--- src/rtl/jk_excite_ctrl.sv ---
// Drives a bank of external JK flops to a target word using inverse
// JK excitation from the bank's current Q, with verify and bounded retry.
module jk_excite_ctrl #(
   parameter int WIDTH     = 4,
   parameter int MAX_RETRY = 2,
   parameter int FILL_MODE = 0
) (
   input  logic             clk,
   input  logic             rst,
   input  logic             tgt_valid,
   output logic             tgt_ready,
   input  logic [WIDTH-1:0] tgt_data,
   input  logic [WIDTH-1:0] q_in,
   output logic [WIDTH-1:0] j_out,
   output logic [WIDTH-1:0] k_out,
   output logic             busy,
   output logic             done,
   output logic             err
);

   localparam int RW = (MAX_RETRY < 1) ? 1 : $clog2(MAX_RETRY + 1);

   typedef enum logic [1:0] {
      IDLE,
      APPLY,
      CHECK
   } state_t;

   state_t           state;
   logic [WIDTH-1:0] tgt;
   logic [RW-1:0]    retry_cnt;
   logic [WIDTH-1:0] ex_t;
   logic [WIDTH-1:0] ex_j;
   logic [WIDTH-1:0] ex_k;

   // In IDLE the excitation targets the incoming word, otherwise the latched one
   always_comb begin
      ex_t = (state == IDLE) ? tgt_data : tgt;
      ex_j = '0;
      ex_k = '0;
      if (FILL_MODE != 0) begin
         ex_j = q_in ^ ex_t;
         ex_k = q_in ^ ex_t;
      end else begin
         ex_j = ~q_in & ex_t;
         ex_k = q_in & ~ex_t;
      end
   end

   always_ff @(posedge clk or posedge rst) begin
      if (rst) begin
         state     <= IDLE;
         tgt       <= '0;
         retry_cnt <= '0;
         j_out     <= '0;
         k_out     <= '0;
         done      <= 1'b0;
         err       <= 1'b0;
      end else begin
         done <= 1'b0;
         err  <= 1'b0;
         unique case (state)
            IDLE: begin
               j_out <= '0;
               k_out <= '0;
               if (tgt_valid) begin
                  tgt       <= tgt_data;
                  j_out     <= ex_j;
                  k_out     <= ex_k;
                  retry_cnt <= '0;
                  state     <= APPLY;
               end
            end
            APPLY: begin
               j_out <= '0;
               k_out <= '0;
               state <= CHECK;
            end
            CHECK: begin
               if (q_in == tgt) begin
                  done  <= 1'b1;
                  state <= IDLE;
               end else if (retry_cnt < RW'(MAX_RETRY)) begin
                  j_out     <= ex_j;
                  k_out     <= ex_k;
                  retry_cnt <= retry_cnt + RW'(1);
                  state     <= APPLY;
               end else begin
                  err   <= 1'b1;
                  state <= IDLE;
               end
            end
            default: begin
               j_out <= '0;
               k_out <= '0;
               state <= IDLE;
            end
         endcase
      end
   end

   assign tgt_ready = (state == IDLE) && !rst;
   assign busy      = (state != IDLE);

endmodule
--- config.mk ---
export PLATFORM = sky130hd
export DESIGN_NAME = jk_excite_ctrl
export DESIGN_NICKNAME = d
export VERILOG_FILES = /design/src/rtl/jk_excite_ctrl.sv
export SDC_FILE = /design/constraint.sdc
export NUM_CORES = 1
export LEC_CHECK = 0
export CAP_MARGIN = 25
export CORE_MARGIN = 2
export CORE_UTILIZATION = 43
export CTS_CLUSTER_SIZE = 10
export DETAILED_ROUTE_END_ITERATION = 8
export GPL_TIMING_DRIVEN = 0
export PLACE_DENSITY = 0.75
export REMOVE_ABC_BUFFERS = 1
export SYNTH_ARGS = -nofsm -noshare
export SYNTH_HDL_FRONTEND = slang
export SYNTH_SLANG_ARGS = --single-unit
--- constraint.sdc ---
create_clock -name clk -period 1.5 [get_ports clk]
set_input_delay 0.3 -clock clk [delete_from_list [all_inputs] [get_ports clk]]
set_output_delay 0.3 -clock clk [all_outputs]
set_load 0.005 [all_outputs]
==> results.md <==
* Status: complete, but fails checks
* Violated checks: negative setup slack
* Clock slew at reported path FFs at 0.11 ns
* Fmax at 0.653 GHz
* Average cell area after synthesis at 10.3 sq um
* CP Data Required Time at 1.70 ns
* Main synth FF type: dfrtp_1
* Final setup skew at 0.00124 ns
* Synthesized area at 900 sq um
* Max Cap Viol at 0
* Count leader, synth: dfrtp_1
* Final WL at 2.39 mm
* Max clock buf depth at 2
* Gr ovfl total at 0
* Die Span Y at 49.7 microns
* HPWL after detailed placement at 1.42 mm
* Io pins at 23
* FF+latch count, synth at 18
* Via/cell ratio at 5.34
* Max FO, Critical Path at 16
* Final hold violation count at 0
* Fin crit share at 1.02
* Starting Density at 0.459
* Arrival time at the worst endpoint at 1.73 ns
* Clock sink count at 18
* CTS root buf: clkbuf_4
* Post-DR wirelength/cell at 15.9 microns
* First-iteration detailed-routing DRC count at 18
* CP Class: reg2reg
* Hold Buf Count CTS at 0
* Largest net degree at the start of global routing at 19
* Ant diodes at 0
* Synth area leaders: dfrtp_1, mux2_2, nand3b_1
* # DRC at 0
* Fillers at 166
* Initial antenna violation count at 0
* Via count at 801
* Core area at 1960 sq um
* Synthesis Warnings at 0
* First-pass GRT wire length at 3.57 mm
* P&R area growth vs syn at 49.9%
* Post-synth top area cell: dfrtp_1
* Fin. max-slew vios at 0
* Number of global-route vias before repair at 745
* Static Leak at 0.632 nW
* Endpoints failing setup at 1
* Die ar. at 2470 sq um
* PortBufs at 22
* Pwr per Cell Area at 1810 nW/um^2
* Area share of the largest cell type after synthesis at 0.501
* Register area share after synthesis at 0.501
* Maximum vdd drop at 0.937 mV
* Routability congestion estimate at 0.761
* Final core occ at 0.688
* Worst Setup End Kind: register
* First-pass DRT Iterations at 4
* Synth Instances at 87
* Final min period at 1.53 ns
* Clock tree from TritonCTS: done
* Worst reg-to-reg setup slack at -0.03 ns
* Ratio of cells with drive above 1 in the final layout at 0.301
* Global Route Usage Sum at 0.191
* Tightest Pin Transition at 0.678 ns
* Final WS setup at -0.0314 ns
* Setup TNS at -0.0314 ns
* Inserted Clock Buffers at 3
* Number of enable flip-flop cells after synthesis at 0
* Die Wd at 49.7 microns
* Max H-tree Level at 1
* Clock Latency Late Sink at 0.29 ns
* Crit start category: register
* Asr flop ratio synth at 1.00
* Yosys cell types at 26
* Final Power at 2.44 mW
* Most common library cells after synthesis: dfrtp_1, nand2_1, nor2_1
* Rows at 16
* DRT antenna net count at 0
* Worst hold path type: in2reg
* Nets at 135
* Worst rel slew slack at 0.547
-- cell families after synthesis --
logic type                share of synthesized area
muxes                                        0.0834
buffers and inverters                        0.0306
DFF                                           0.501
and+or+nand+nor                               0.184
AOI/OAI and AO/OA                             0.163
xor gates and xnor gates                     0.0389
-- area by class of cell --
type                    count  area (sq um)  area share
multi-input cells          62           482       0.357
flip-flops and latches     18           453       0.336
well taps                  27          33.8      0.0250
clock buffers               4          36.3      0.0269
repair buffers             35           325       0.241
inverters                   4          18.8      0.0139
-- final timing paths --
| kind | end | startpoint | cells after the start |
|---|---|---|---|
| setup / recovery | retry_cnt[1]$_DFFE_PP0P_ | state[1]$_DFFE_PP0P_ | 5 |
| hold / removal | k_out[1]$_DFFE_PP0P_ | q_in[1] | 3 |
| setup reg to reg | retry_cnt[1]$_DFFE_PP0P_ | state[1]$_DFFE_PP0P_ | 5 |
| hold reg to reg | j_out[3]$_DFFE_PP0P_ | j_out[3]$_DFFE_PP0P_ | 1 |
| max in group asynchronous | state[0]$_DFFE_PP0P_ | rst | 2 |
| min in group asynchronous | done$_DFF_PP0_ | rst | 2 |
-- registers in the layout, summed over array words and instances, names as in the netlist --
register	count
done	1
err	1
j_out	4
k_out	4
retry_cnt	2
state	2
tgt	4
-- where the power goes --
part / total [mW] / switching (mW) / internal, mW
clock: 0.306 / 0.158 / 0.148
sequential: 0.810 / 0.163 / 0.647
combinational: 1.33 / 0.629 / 0.697
total: 2.44 / 0.950 / 1.49
-- routing by layer --
metal | vias to the layer above | part of all wire | global-route usage | routed length [microns]
met5 | - | 0 | 0 | 0
li1 | 376 | - | - | -
met2 | 26 | 0.53 | 0.344 | 1270
met1 | 395 | 0.40 | 0.236 | 962
met3 | 4 | 0.043 | 0.0242 | 103
met4 | 0 | 0.019 | 0.0556 | 46
-- critical path, cell delays in order (launching register included) --
cell	delay, ns
dfrtp_2	0.41
buf_4	0.24
clkinvlp_4	0.23
nor2_4	0.22
nand3_1	0.11
o21ai_0	0.22
-- placed cells by master (no fill, tap or decap), types with 2 or more instances in the layout --
cell             count
mux2_2               4
o2bb2ai_1            4
dlymetal6s2s_1       5
o21ai_0              4
dfrtp_1             16
mux2i_1              3
buf_4               13
nor2_1               5
nand3_1              3
dfrtp_2              2
inv_1                2
clkdlybuf4s50_1     15
clkbuf_4             3
xnor2_2              4
nor2_4               3
nand3b_1             6
o21ai_1              2
nand2_1              8
a21oi_1              5
-- stage by stage --
step	cells	worst slack [ns]	cell area, sq um	hold WS [ns]
after floorplan	84	0.172	887	0.239
after global placement	133	-0.375	1140	0.475
after detailed placement	133	-0.402	1140	0.473
after CTS	141	-0.00995	1250	0.465
after global routing	150	-0.124	1350	0.347
final	150	-0.0314	1350	0.345
-- timing repair --
action | in CTS | in global routing
pin swaps | 1 | 6
setup buffers | 4 | 9
gates resized for setup | 13 | 14
endpoints found under the setup margin | 14 | 17
Power figures use the tool's default switching activity.
